`config.mk`:
```
export PLATFORM = sky130hd
export DESIGN_NAME = traffic_phase_ctrl
export DESIGN_NICKNAME = d
export VERILOG_FILES = /design/src/rtl/traffic_phase_ctrl.sv
export SDC_FILE = /design/constraint.sdc
export NUM_CORES = 1
export LEC_CHECK = 0
export CAP_MARGIN = 20
export CORE_AREA = 2 2 47 58
export CTS_BUF_LIST = sky130_fd_sc_hd__clkbuf_4 sky130_fd_sc_hd__clkbuf_8
export CTS_CLUSTER_DIAMETER = 80
export DETAILED_ROUTE_END_ITERATION = 12
export DIE_AREA = 0 0 49 60
export PLACE_DENSITY = 0.74
export SLEW_MARGIN = 20
export SYNTH_ARGS = -nofsm -noshare
export SYNTH_HDL_FRONTEND = slang
export SYNTH_SLANG_ARGS = --single-unit
export TNS_END_PERCENT = 5
```
`constraint.sdc`:
```
create_clock -name C_CLK -period 3.5 [get_ports C_CLK]
set_input_delay 1.05 -clock C_CLK [delete_from_list [all_inputs] [get_ports C_CLK]]
set_output_delay 1.05 -clock C_CLK [all_outputs]
set_load 0.05 [all_outputs]
```
`src/rtl/traffic_phase_ctrl.sv`:
```
// Four-phase traffic controller: sequences phases for a downstream countdown stage,
// drives NS/EW lamps, counts completed rounds, and supports an all-red emergency hold.
module traffic_phase_ctrl (
    input  logic       C_CLK,
    input  logic       RST,
    input  logic       START,
    input  logic       EMG,
    input  logic       C_out,
    output logic       C_EN,
    output logic       line_0,
    output logic       line_1,
    output logic       line_2,
    output logic       line_3,
    output logic [1:0] ns_light,
    output logic [1:0] ew_light,
    output logic [7:0] round_cnt
);
    typedef enum logic [1:0] {IDLE, LOAD, RUN, HOLD} state_t;

    localparam logic [1:0] OFF = 2'b00, GRN = 2'b01, YEL = 2'b10, RED = 2'b11;

    state_t     state, state_next;
    logic [1:0] phase, phase_next;
    logic [7:0] rc_next;
    logic       armed;
    logic       c_en_q;

    // armed is low during the first RUN cycle so a stale done pulse is masked
    always_ff @(posedge C_CLK or negedge RST) begin
        if (!RST) begin
            state     <= IDLE;
            phase     <= 2'd0;
            round_cnt <= 8'd0;
            armed     <= 1'b0;
            c_en_q    <= 1'b0;
        end else begin
            state     <= state_next;
            phase     <= phase_next;
            round_cnt <= rc_next;
            armed     <= (state == RUN);
            c_en_q    <= (state_next == RUN);
        end
    end

    always_comb begin
        state_next = state;
        phase_next = phase;
        rc_next    = round_cnt;
        if (EMG) begin
            state_next = HOLD;
        end else begin
            case (state)
                IDLE: begin
                    phase_next = 2'd0;
                    if (START) state_next = LOAD;
                end
                LOAD: begin
                    if (!START) begin
                        state_next = IDLE;
                        phase_next = 2'd0;
                    end else begin
                        state_next = RUN;
                    end
                end
                RUN: begin
                    if (!START) begin
                        state_next = IDLE;
                        phase_next = 2'd0;
                    end else if (armed && C_out) begin
                        state_next = LOAD;
                        phase_next = phase + 2'd1;
                        if (phase == 2'd3) rc_next = round_cnt + 8'd1;
                    end
                end
                HOLD: begin
                    phase_next = 2'd0;
                    state_next = START ? LOAD : IDLE;
                end
                default: state_next = IDLE;
            endcase
        end
    end

    always_comb begin
        C_EN     = c_en_q;
        line_0   = 1'b0;
        line_1   = 1'b0;
        line_2   = 1'b0;
        line_3   = 1'b0;
        ns_light = OFF;
        ew_light = OFF;
        case (state)
            LOAD, RUN: begin
                line_0 = (phase == 2'd0);
                line_1 = (phase == 2'd1);
                line_2 = (phase == 2'd2);
                line_3 = (phase == 2'd3);
                case (phase)
                    2'd0:    begin ns_light = GRN; ew_light = RED; end
                    2'd1:    begin ns_light = YEL; ew_light = RED; end
                    2'd2:    begin ns_light = RED; ew_light = GRN; end
                    default: begin ns_light = RED; ew_light = YEL; end
                endcase
            end
            HOLD: begin
                ns_light = RED;
                ew_light = RED;
            end
            default: ;
        endcase
    end
endmodule

```
==> results.py <==
metrics = {
    "power_and_ir_drop": {
        "swShare": 0.3637,
        "p_leak_uw": 0.0005410,
        "internal_power_uw": 280.1,
        "vdd_ir_drop_max_mv": 0.2567,
        "powerDensity_nw_per_um2": 369.9,
        "clock_power_share": 0.270,
        "seqPwrFrac": 0.391,
        "p_switching_uw": 160.1,
        "comb_power_share": 0.340,
    },
    "floorplanning": {
        "fp.coreArea_um2": 2427,
        "start_util": 0.3753,
        "fp.dieW_um": 49,
        "fp-row-count": 20,
        "die_h_um": 60,
        "die_area_um2": 2940,
        "pin_count": 22,
    },
    "cts": {
        "cts.path.max_buffers": 2,
        "clkTransAtPathRegs_ns": 0.09,
        "postCtsResizedCells": 0,
        "cts-root-buf": "clkbuf_4",
        "cts_hold_buf": 0,
        "clkLatencyLatePin_ns": 0.28,
        "cts_tree": "done",
        "post_cts_buffers": 0,
        "cts_buffers": 3,
        "cts_max_level": 1,
        "clkSinkCount": 14,
    },
    "finish": {
        "post-route-util": 0.4902,
        "final_layout_size_suffix_gt1_frac": 0.07965,
        "final_cell_mix": "clkdlybuf4s50_1, dfrtp_1, ha_1, inv_1",
        "antennaDiodeCount": 0,
        "final_nets": 129,
        "mostFrequentLayoutCell": "clkdlybuf4s50_1",
        "stdcell_count": 146,
        "area_delta_synth_final_pct": 30.63,
        "fin_area_um2": 1190,
    },
    "sta": {
        "finalSetupViolations": 0,
        "max-slew-margin-rel": 0.5751,
        "max_freq_mhz": 310.6,
        "final.setup_skew_ns": 0.003412,
        "slew_violations": 0,
        "holdWs_ns": 0.4741,
        "period_share": 0.9199,
        "tightestPinTransition_ns": 0.6354,
        "min_period_ns": 3.220,
        "tns_ns": 0,
        "hold_viol_final": 0,
        "rsz0062_at_grt": "false",
    },
    "synth": {
        "seq_area_frac_synth": 0.3846,
        "syn_area_um2": 910.9,
        "synth_cell_types": 31,
        "synthCells": 90,
        "synth_warnings": 0,
        "syn-num-nets": 105,
        "avgSynthCellArea_um2": 10.12,
        "ys_seq_elements": 14,
    },
    "route": {
        "initialDrtViolationCount": 9,
        "wirelength_um": 1794,
        "vias": 723,
        "vias_per_cell": 4.952,
        "drt_first_pass_iters": 4,
        "wire_per_inst_um": 12.29,
        "ant_nets": 0,
        "drc": 0,
    },
    "grt": {
        "grt_max_degree": 15,
        "antenna_found_initial": 0,
        "grt_pass1_wl_um": 3118,
        "grt_pass1_vias": 712,
        "track_usage": 0.1406,
        "grt-ovfl-total": 0,
    },
    "job": {
        "drv_cap": 0,
    },
    "critical_path": {
        "endpoint_kind": "primary output",
        "timing.rr.start": "state[0]$_DFF_PN0_",
        "timing.rr.end": "round_cnt[1]$_DFFE_PN0P_",
        "crit_required_ns": 2.45,
        "start_kind": "register",
        "crit_type": "register to primary output",
        "cp.arrival_ns": 2.17,
        "reg2reg_setup_slack_ns": 1.81,
        "critPathMaxFanout": 8,
        "r2r_cells": 5,
    },
    "place": {
        "gp_congestion": 0.8361,
        "port_buffers": 21,
        "placed_cells": 142,
        "post_dp_cell_area_um2": 1154,
        "hpwlAfterDp_um": 1434,
    },
    "min_path": {
        "min_from": "round_cnt[7]$_DFFE_PN0P_",
        "min_to": "round_cnt[7]$_DFFE_PN0P_",
        "hp-class": "register to register",
        "hold_depth": 1,
    },
    "status": {
        "status": "finished clean",
    },
}
## flip-flops by register name, indices dropped and copies added, names as in the netlist
name / cells
C_EN: 1
armed: 1
phase: 2
round_cnt: 8
state: 2
## worst max path at each step
stage,start,end,slack (ns),cells past startpoint
after floorplan,state[1]$_DFF_PN0_,ew_light[0],0.93,4
after global routing,state[0]$_DFF_PN0_,ew_light[1],0.12,5
after detailed placement,state[1]$_DFF_PN0_,ew_light[1],0.60,5
after CTS,state[1]$_DFF_PN0_,ew_light[1],0.28,5
after global placement,state[1]$_DFF_PN0_,ew_light[0],0.65,5
final,state[1]$_DFF_PN0_,ew_light[1],0.28,5
## final cells by class
cell class / instances / area, um^2
multi-input combinational: 65 / 518.0
fill: 248 / 1237
tap: 33 / 41.29
clock buffer: 4 / 36.28
inverter: 9 / 33.78
sequential: 14 / 350.3
timing repair buffer: 21 / 210.2
## synth_stat cells
| cell | instances | area (um^2) |
|---|---|---|
| inv_1 | 9 | 33.78 |
| mux2i_1 | 1 | 10.01 |
| or3_1 | 1 | 6.260 |
| xnor2_1 | 3 | 26.28 |
| o21bai_1 | 1 | 7.510 |
| and2_1 | 4 | 25.02 |
| nand3_1 | 3 | 15.01 |
| and3_1 | 1 | 6.260 |
| a21o_1 | 1 | 7.510 |
| nand4_4 | 1 | 21.27 |
| o32ai_1 | 1 | 8.760 |
| buf_2 | 1 | 5.000 |
| nand3b_1 | 2 | 15.01 |
| a21oi_1 | 6 | 30.03 |
| nor2_1 | 4 | 15.01 |
| mux2_1 | 1 | 11.26 |
| clkbuf_1 | 1 | 3.750 |
| and4b_1 | 1 | 10.01 |
| a211oi_1 | 1 | 7.510 |
| nor3_2 | 1 | 10.01 |
| ha_1 | 10 | 125.1 |
| xor2_1 | 4 | 35.03 |
| and4_1 | 2 | 17.52 |
| nor4b_2 | 2 | 30.03 |
| nor4_2 | 1 | 12.51 |
| nand4_1 | 1 | 6.260 |
| o2111a_1 | 1 | 11.26 |
| dfrtp_1 | 14 | 350.3 |
| nor3_1 | 2 | 10.01 |
| o21ai_0 | 3 | 15.01 |
| nand2_1 | 6 | 22.52 |
## critical path, stage by stage, from the launching register on
cell and delay, ns:
dfrtp_1 0.40, inv_1 0.10, ha_1 0.39, a21oi_1 0.09
nor2_1 0.10, clkdlybuf4s50_1 0.81
## through the flow
stage	total power (uW)	setup slack, ns
2_1_floorplan	276.0	0.9270
3_3_place_gp	322.9	0.6451
3_5_place_dp	324.8	0.6017
4_1_cts	444.7	0.2770
5_1_grt	464.2	0.1220
6_report	440.2	0.2804
## power by group through the flow
stage / sequential, uW / combinational, uW / clock (uW)
final: 172 / 150 / 119
after global routing: 173 / 160 / 131
after CTS: 172 / 150 / 123
after detailed placement: 175 / 150 / 0
after global placement: 175 / 148 / 0
after floorplan: 177 / 98.6 / 0
## per-layer routing
metal  track usage  wire [um]
met5             0          0
met4       0.04082          0
met3       0.05500         96
met2        0.2642        938
met1        0.1455        759
## cell families after synthesis
logic type	after synthesis	share of synthesized area
compound gates	14	0.09616
xor+xnor	7	0.06731
fa+ha+maj	10	0.1374
buf+inv	11	0.04669
flops	14	0.3846
mux	2	0.02335
simple gates	32	0.2445
Note: power is estimated with default switching activity, not from simulation.
